**src/rtl/truth_table_exerciser.sv**
```systemverilog
// truth_table_exerciser: exhaustive stimulus sweep of a gate with truth-table compare
module truth_table_exerciser #(
    parameter int                  N_IN       = 2,
    parameter logic [2**N_IN-1:0]  EXP        = 4'b1000,
    parameter int                  SETTLE_CYC = 1
) (
    input  logic                 CLK,
    input  logic                 RSTn,
    input  logic                 start,
    input  logic                 dut_out,
    output logic [N_IN-1:0]      stim,
    output logic                 busy,
    output logic                 done,
    output logic                 pass,
    output logic [N_IN:0]        err_cnt,
    output logic [2**N_IN-1:0]   fail_vec
);
    typedef enum logic [1:0] {IDLE, SETTLE, SAMPLE, DONE} state_t;
    localparam logic [N_IN-1:0] LAST   = N_IN'(2**N_IN - 1);
    localparam logic [7:0]      RELOAD = 8'(SETTLE_CYC - 1);
    state_t     state, state_d;
    logic [7:0] cnt;
    logic       mism;
    // case-equality so an unknown gate output is a mismatch in simulation
    assign mism = dut_out !== EXP[stim];
    assign done = state == DONE;
    // state register
    always_ff @(posedge CLK or negedge RSTn) begin
        if (!RSTn) state <= IDLE;
        else       state <= state_d;
    end
    // next-state logic
    always_comb begin
        state_d = state;
        case (state)
            IDLE:    state_d = start ? SETTLE : IDLE;
            SETTLE:  state_d = cnt == 8'd0 ? SAMPLE : SETTLE;
            SAMPLE:  state_d = stim == LAST ? DONE : SETTLE;
            default: state_d = IDLE;
        endcase
    end
    // stimulus, settle counter and result bookkeeping
    always_ff @(posedge CLK or negedge RSTn) begin
        if (!RSTn) begin
            stim     <= '0;
            busy     <= 1'b0;
            pass     <= 1'b0;
            err_cnt  <= '0;
            fail_vec <= '0;
            cnt      <= 8'd0;
        end else begin
            case (state)
                IDLE: if (start) begin
                    stim     <= '0;
                    busy     <= 1'b1;
                    pass     <= 1'b0;
                    err_cnt  <= '0;
                    fail_vec <= '0;
                    cnt      <= RELOAD;
                end
                SETTLE: if (cnt != 8'd0) cnt <= cnt - 8'd1;
                SAMPLE: begin
                    if (mism) begin
                        err_cnt        <= err_cnt + (N_IN+1)'(1);
                        fail_vec[stim] <= 1'b1;
                    end
                    // pass is resolved here so it is already valid in the done cycle
                    if (stim == LAST) begin
                        busy <= 1'b0;
                        pass <= err_cnt == '0 && !mism;
                    end else begin
                        stim <= stim + N_IN'(1);
                        cnt  <= RELOAD;
                    end
                end
                default: ;
            endcase
        end
    end
endmodule
```
**config.mk**
```make
export PLATFORM = sky130hd
export DESIGN_NAME = truth_table_exerciser
export DESIGN_NICKNAME = d
export VERILOG_FILES = /design/src/rtl/truth_table_exerciser.sv
export SDC_FILE = /design/constraint.sdc
export NUM_CORES = 1
export LEC_CHECK = 0
export CORE_AREA = 2 2 49 51
export CTS_BUF_LIST = sky130_fd_sc_hd__clkbuf_4
export DETAILED_ROUTE_END_ITERATION = 12
export DIE_AREA = 0 0 51 53
export DONT_BUFFER_PORTS = 1
export PLACE_DENSITY = 0.65
export SYNTH_ARGS = -nofsm -noshare
export SYNTH_HDL_FRONTEND = slang
export SYNTH_SLANG_ARGS = --single-unit
export TNS_END_PERCENT = 20
```
**constraint.sdc**
```tcl
create_clock -name CLK -period 4.9 [get_ports CLK]
set_input_delay 0.735 -clock CLK [delete_from_list [all_inputs] [get_ports CLK]]
set_output_delay 0.735 -clock CLK [all_outputs]
set_load 0.01 [all_outputs]
```
==> impl_metrics.env <==
export IMPL_finClkSkew_ns=0.00302
export IMPL_postSynthAreaPerCell_sq_um=9.75
export IMPL_start_util=0.531
export IMPL_relSlewSlack=0.629
export IMPL_firstDrtPassIters=4
export IMPL_hold_slack_ns=0.110
export IMPL_p_leak_uw=0.000575
export IMPL_final_nets=130
export IMPL_syn_area_sq_um=1140
export IMPL_num_io_pins=16
export IMPL_synth_top_cell_by_area="dfrtp_1"
export IMPL_ys_ff_latch=21
export IMPL_synth_ff_type="dfrtp_1"
export IMPL_synthTopCellsByArea="dfrtp_1 46%, ha_1 8.8%, nand2_1 4.9%"
export IMPL_finalSetupViolCount=0
export IMPL_crit_end="done"
export IMPL_post_cts_setup_buffers=0
export IMPL_n_antenna_cell=0
export IMPL_tightest_slew_ns=0.552
export IMPL_coreArea_sq_um=2150
export IMPL_vias_per_cell=5.53
export IMPL_max_stage_delay_ns=0.65
export IMPL_max_freq_mhz=514
export IMPL_final_core_util=0.550
export IMPL_wirelength_microns=2020
export IMPL_cts_buffers_inserted=3
export IMPL_rr_endpoint="cnt[5]"
export IMPL_drt_iter0_drc=14
export IMPL_total_power_uw=257
export IMPL_required_ns=4.16
export IMPL_worstPathBufferInverterCount=0
export IMPL_htreeDepth=1
export IMPL_reg2reg_slack_ns=3.10
export IMPL_synth_edff_count=0
export IMPL_hold_buffers=0
export IMPL_grt_pass1_wl_microns=3540
export IMPL_ys_warn_count=0
export IMPL_die_w_microns=51
export IMPL_cp_startpoint="state[1]"
export IMPL_final_setup_tns_ns=0
export IMPL_drive_gt1_frac=0.0769
export IMPL_numClockSinks=21
export IMPL_period_share=0.397
export IMPL_track_usage=0.181
export IMPL_hold_viol_final=0
export IMPL_area_growth_pct=3.51
export IMPL_grt_max_degree=22
export IMPL_cp_end_kind="primary output"
export IMPL_ys_seq_area_frac=0.461
export IMPL_cts_buffer_depth=2
export IMPL_critPathArrivalTime_ns=1.21
export IMPL_dieArea_sq_um=2700
export IMPL_powerDensity_nw_per_um2=218
export IMPL_synth_common_cells="21 x dfrtp_1, 15 x nand2_1, 10 x nor2_1, 8 x a21oi_1, 8 x ha_1"
export IMPL_port_buffers=0
export IMPL_antenna_found_initial=0
export IMPL_grt_busiest_layer="met2"
export IMPL_route_detailed_drc=0
export IMPL_clk_latency_ns=0.30
export IMPL_chipHeight_microns=53
export IMPL_rows=17
export IMPL_critPathKind="reg -> out"
export IMPL_postRouteAntennaNets=0
export IMPL_outcome="complete, no violations"
export IMPL_cts_clk_slew_worst_paths_ns=0.12
export IMPL_cts_resized=0
export IMPL_synth_cells=117
export IMPL_synth_most_common_cell="dfrtp_1"
export IMPL_synth_nets=129
export IMPL_postSynth_asyncResetShare=1.00
export IMPL_wl_per_cell_microns=13.9
export IMPL_cp_cell_sequence="and2_1"
export IMPL_worst_path_max_fanout=18
export IMPL_ff2ff_path_depth=4
export IMPL_cp_depth=1
export IMPL_met1_usage=0.223
export IMPL_grt_overflow=0
export IMPL_hpwl_microns=1530
export IMPL_rsz0062_at_grt="false"
export IMPL_peakVddDrop_uv=134
export IMPL_fin_crit_ns=1.95
export IMPL_hold_class="in -> async"
export IMPL_synth_top_cell_area_share=0.461
export IMPL_cpMaxStageDelayCell="dfrtp_1"
export IMPL_maxCapViolCount=0
export IMPL_ys_types=33
export IMPL_gp_congestion=0.757
export IMPL_grt_pass1_vias=804
export IMPL_cp_top_family="flip-flops"
export IMPL_cts_root_buf="clkbuf_4"
export IMPL_cp_start_kind="flip-flop"
export IMPL_globalRouteMet2Util=0.284
export IMPL_dr_total_vias=802
export IMPL_grtUsageMet3=0.0565
export IMPL_cts_tree="built"
export IMPL_slew_viol_final=0
export IMPL_r2r_start="state[1]"
==> worst register-to-register path, cell delays in order, from the launching register on <==
cell and delay (ns):
dfrtp_1 0.57, or4b_1 0.56, a211oi_1 0.33, nand2_1 0.12, mux2i_1 0.13
==> kinds of logic after synthesis <==
group | synth area share
AO/OA/AOI/OAI | 0.120
AND/OR/NAND/NOR | 0.203
XOR/XNOR | 0.0230
multiplexers | 0.0636
buffers and inverters | 0.0428
adder cells (fa/ha/maj) | 0.0877
flip-flops | 0.461
==> registers in the layout (all words and copies together) (netlist names) <==
register / count
fail_vec: 4
stim: 2
err_cnt: 3
pass: 1
cnt: 8
busy: 1
state: 2
==> layer usage <==
metal  vias to the layer above  share of wire
met5                         -              0
met4                         0          0.013
met3                         4          0.061
met2                        17           0.45
met1                       377           0.48
li1                        404              -
==> power by group <==
group | internal, uW | switching, uW
Combinational | 0.597 | 0.602
Sequential | 174 | 0.496
Clock | 30.4 | 51.4
==> cell usage in the layout (no fill, tap or decap), types with 4 or more instances in the layout <==
master,count
nand2_1,15
nor2_1,10
nand3_1,4
inv_1,7
a21oi_1,8
nand2b_1,4
o21ai_0,6
ha_1,8
dfrtp_1,21
mux2i_1,5
==> final cells by class <==
| class | instances | area (sq um) |
|---|---|---|
| Tap cell | 28 | 35.0 |
| Fill cell | 177 | 967 |
| Inverter | 7 | 26.3 |
| Clock buffer | 3 | 22.5 |
| Clock inverter | 1 | 5.00 |
| Multi-Input combinational cell | 85 | 567 |
| Sequential cell | 21 | 526 |
==> stage by stage <==
stage	setup WS [ns]	area, sq um	std cells
finish	2.95	1180	145
global route	2.85	1180	145
CTS	2.94	1180	145
detailed placement	3.10	1150	141
global placement	3.14	1150	141
floorplan	3.26	1140	117
==> worst min path at each step <==
| stage | slack (ns) | start | to | cells past startpoint |
|---|---|---|---|---|
| floorplan | 0.44 | RSTn | busy | 0 |
| global placement | 0.44 | RSTn | err_cnt[0] | 0 |
| detailed placement | 0.44 | RSTn | err_cnt[1] | 0 |
| CTS | 0.1 | RSTn | state[0] | 0 |
| global route | 0.08 | RSTn | err_cnt[2] | 0 |
| finish | 0.11 | RSTn | err_cnt[2] | 0 |
Power figures use the tool's default switching activity.
